===== src/rtl/clk_divider.sv =====
// Programmable clock-enable divider: emits a one-cycle high pulse on clk_out
// once every max_in cycles of clk_in (max_in of 0 behaves like 1).
module clk_divider #(
  parameter int SIZE = 8
) (
  input  logic            clk_in,
  input  logic            reset_n_in,
  input  logic [SIZE-1:0] max_in,
  output logic            clk_out
);

  logic [SIZE-1:0] count;
  logic [SIZE-1:0] count_next;
  logic [SIZE-1:0] terminal;

  // terminal is M-1; the >= compare lets a lowered max_in wrap at once
  // instead of running the counter out through 2^SIZE.
  always_comb begin
    terminal   = '0;
    count_next = '0;
    if (max_in != '0) begin
      terminal = max_in - SIZE'(1);
    end
    if (count < terminal) begin
      count_next = count + SIZE'(1);
    end
  end

  always_ff @(posedge clk_in or negedge reset_n_in) begin
    if (!reset_n_in) begin
      count   <= '0;
      clk_out <= 1'b0;
    end else begin
      count   <= count_next;
      clk_out <= (count_next == terminal);
    end
  end

endmodule


===== config.mk =====
export PLATFORM = sky130hd
export DESIGN_NAME = clk_divider
export DESIGN_NICKNAME = d
export VERILOG_FILES = /design/src/rtl/clk_divider.sv
export SDC_FILE = /design/constraint.sdc
export NUM_CORES = 1
export LEC_CHECK = 0
export CAP_MARGIN = 10
export CORE_ASPECT_RATIO = 1.2
export CORE_MARGIN = 2
export CORE_UTILIZATION = 51
export CTS_BUF_LIST = sky130_fd_sc_hd__clkbuf_2 sky130_fd_sc_hd__clkbuf_4 sky130_fd_sc_hd__clkbuf_8
export DETAILED_ROUTE_END_ITERATION = 8
export HOLD_SLACK_MARGIN = 0.08
export PLACE_DENSITY = 0.77
export REMOVE_ABC_BUFFERS = 1
export SKIP_CTS_REPAIR_TIMING = 1
export SYNTH_ARGS = -nofsm -noshare
export SYNTH_HDL_FRONTEND = slang
export SYNTH_SLANG_ARGS = --single-unit

===== constraint.sdc =====
create_clock -name clk_in -period 2.06 [get_ports clk_in]
set_input_delay 0.206 -clock clk_in [delete_from_list [all_inputs] [get_ports clk_in]]
set_output_delay 0.206 -clock clk_in [all_outputs]
set_load 0.05 [all_outputs]

==> reports/summary.json <==
{
  "global_route": {
    "grt_max_degree": 10,
    "globalRouteOverflowTotal": 0,
    "grt_busiest_layer": "met2",
    "grt_use_met2_pct": 41.2,
    "overall_fraction_of_global_route_tracks_in_use_pct": 24.6,
    "via_count_of_the_first_global_routing_pass": 916,
    "grt_first_pass_wirelength_mm": 3.88,
    "antenna_found_initial": 0,
    "groute.layer.met1.usage_pct": 28.0,
    "globalRouteMet3Util_pct": 6.83
  },
  "power_and_ir_drop": {
    "powerDensity_nw_per_um2": 976,
    "sequentialPowerShare_pct": 22.1,
    "vdd.ir_drop.worst_mv": 0.988,
    "comb_power_share_pct": 67.4,
    "internal-power_uw": 738,
    "p_sw_uw": 641,
    "clock_power_share_pct": 10.5,
    "leakage_power_nw": 0.686,
    "total_power_mw": 1.38,
    "power.share.switching_pct": 46.5
  },
  "sta": {
    "rsz0062_at_grt": "true",
    "finalSetupTns_ns": -2.43,
    "smallest_setup_slack_after_layout_ns": -0.473,
    "slew_margin_rel_pct": 66.7,
    "post-route-min-period_ns": 2.53,
    "timing_hold_violations_final": 0,
    "clock-skew-final_ns": 0.00167,
    "worst_slew_pin_slew_ns": 0.497,
    "holdWs_ns": 0.220,
    "finalSetupViolations": 9,
    "layout_worst_path_cycle_share_pct": 123,
    "clock.fmax_mhz": 395,
    "slew_violations": 0
  },
  "synthesis": {
    "yosysWarnings": 0,
    "netlist_top_cells_area": "dfrtp_1 25%, ha_1 12%, xor2_1 6.7%",
    "dominant_synthesized_flop_cell": "dfrtp_1",
    "synth_area_leader_cell": "dfrtp_1",
    "synth_cell_types": 35,
    "synth.avg_cell_area_sq_um": 8.30,
    "edff_count_synth": 0,
    "synth_area_sq_um": 913,
    "synth_largest_type_area_fraction_pct": 24.7,
    "synth.top_cells.by_count": "14 x nor2_1, 10 x a21oi_1, 9 x dfrtp_1, 9 x ha_1, 9 x nand2_1",
    "asyncSetResetFlopFracSynth_pct": 100,
    "synth.most_common_cell": "nor2_1",
    "synth_seq_area_share_pct": 24.7,
    "postSynthRegisterBits": 9,
    "post_synth_inst_count": 110
  },
  "setup_path": {
    "r2r_setup_slack_ns": -0.01,
    "crit_buf_inv": 2,
    "critical_path_fanouts_max": 8,
    "critPathKind": "input port to flop",
    "critPathArrivalTime_ns": 2.70,
    "startpoint_type": "input port",
    "ordered_list_of_cells_on_the_worst_path": "buf_6, buf_6, or4_4, nor2_4, mux2i_2, ha_1, a21oi_2, o21ai_1, or3_4, a21oi_2, o22ai_2, and4_1",
    "cpLargestDelayFamily": "simple AND/OR/NAND/NOR gates",
    "critical_path_required_ns": 2.23,
    "rr_worst_depth": 7,
    "critical_path.max_stage_delay_ns": 0.53,
    "cpMaxStageDelayCell": "or4_4",
    "worstSetupEndpointType": "flop",
    "reg2reg_to": "clk_out$_DFF_PN0_",
    "timing.rr.start": "count[7]$_DFF_PN0_"
  },
  "floorplan": {
    "rows": 16,
    "start_util_pct": 55.0,
    "dieArea_sq_um": 2150,
    "fp.coreArea_sq_um": 1660,
    "die-width_microns": 42.6,
    "die_height_microns": 50.4,
    "boundaryPins": 11
  },
  "routing": {
    "routed_wl_mm": 2.70,
    "post_drt_via_cell_ratio": 6.02,
    "drt-wirelength-per-cell_microns": 15.7,
    "ant_nets": 0,
    "detail_route.first_pass.iterations": 4,
    "detail_route.iter0.violations": 29,
    "routed-via-count": 1035,
    "drcViolationCount": 0
  },
  "final_layout": {
    "post_route_cells_drive_above_1_share_pct": 40.9,
    "diodes": 0,
    "area_growth_syn_to_layout_pct": 54.7,
    "post-route-util_pct": 85.0,
    "design.final.nets": 174
  },
  "clock_tree": {
    "tritoncts_num_sinks": 9,
    "insertion_delay_ns": 0.28,
    "clock_tree.buffer_depth": 2,
    "cts.reportedPaths.clkPinSlew_ns": 0.06,
    "maximum_level_of_the_cts_h_tree": 1,
    "tritoncts_clock_tree": "built",
    "number_of_buffers_inserted_during_clock_tree_synthesis": 3,
    "clock_tree.root_cell": "clkbuf_4"
  },
  "outcome": {
    "violations_in_the_final_reports": "setup timing",
    "outcome": "finished, violations left"
  },
  "placed_design": {
    "detailed_place_hpwl_mm": 1.99,
    "gp_congestion": 0.827,
    "placement.io_buffers": 10
  },
  "run": {
    "drv.max_cap_violation_count": 0
  },
  "min_path": {
    "hold_path_class": "input port to async pin"
  }
}
[registers in the layout, indices dropped and copies added (netlist names)]
| signal | cells |
|---|---|
| clk_out | 1 |
| count | 8 |
[final cells by class]
cell class              instances  area, sq um
flip-flops and latches          9          225
clock buffers                   3         22.5
well taps                      18         22.5
inverters                       5         18.8
repair buffers                 42          360
multi-input cells              94          758
fillers                        84          249
clock inverters                 1         5.00
[power groups by stage]
stage	registers (mW)	logic [mW]	clock network (mW)
6_report	0.305	0.929	0.145
5_1_grt	0.315	1.01	0.155
4_1_cts	0.303	0.743	0.147
3_5_place_dp	0.306	0.737	0
3_3_place_gp	0.303	0.696	0
2_1_floorplan	0.313	0.438	0
[cells in the final DEF, fill, tap and decap left out, types with 2 or more instances in the layout]
cell type / netlist / layout
a21oi_1: 10 / 4
a21oi_2: 0 / 5
a31oi_1: 2 / 2
and3_1: 3 / 3
buf_4: 0 / 31
buf_6: 1 / 2
clkbuf_4: 0 / 3
clkdlybuf4s50_1: 0 / 3
dfrtp_1: 9 / 9
dlymetal6s2s_1: 0 / 6
ha_1: 9 / 8
inv_1: 5 / 5
mux2i_2: 2 / 3
nand2_1: 9 / 9
nand3_1: 6 / 5
nor2_1: 14 / 13
o22ai_2: 0 / 3
xnor2_1: 6 / 6
xor2_1: 7 / 7
[worst reg2reg max path, delay by kind of cell (launching register included)]
family / cells / cell delay (ns)
AOI/OAI and AO/OA: 4 / 0.54
and+or+nand+nor: 2 / 0.67
DFF: 1 / 0.39
adders and majority gates: 1 / 0.36
[per-layer routing]
metal | vias to the layer above | wire length [microns]
li1 | 485 | -
met3 | 8 | 115
met4 | 0 | 85
met1 | 510 | 1130
met5 | - | 0
met2 | 32 | 1370
[cell families (layout without fill, tap and decap cells)]
| family | Yosys count | in the layout | synth area share, % |
|---|---|---|---|
| AND/OR/NAND/NOR | 48 | 48 | 28.8 |
| AO/OA/AOI/OAI | 21 | 21 | 13.8 |
| flip-flops | 9 | 9 | 24.7 |
| multiplexers | 3 | 3 | 4.11 |
| adder cells (fa/ha/maj) | 9 | 9 | 12.3 |
| XOR/XNOR | 13 | 13 | 12.5 |
| buffers and inverters | 7 | 51 | 3.84 |
[per-stage QoR]
stage	cell area, sq um	instances	worst slack [ns]
floorplan	897	108	-0.736
global placement	1260	168	-1.11
detailed placement	1260	168	-1.24
CTS	1290	172	-0.946
global route	1410	172	-0.574
finish	1410	172	-0.473
[worst max-delay path by stage]
stage | start | endpoint | depth (start not counted)
finish | max_in[0] | clk_out$_DFF_PN0_ | 12
global route | max_in[7] | clk_out$_DFF_PN0_ | 13
CTS | max_in[1] | clk_out$_DFF_PN0_ | 11
detailed placement | max_in[1] | clk_out$_DFF_PN0_ | 11
global placement | max_in[1] | clk_out$_DFF_PN0_ | 11
floorplan | max_in[1] | clk_out$_DFF_PN0_ | 10
Note: power is estimated with default switching activity, not from simulation.
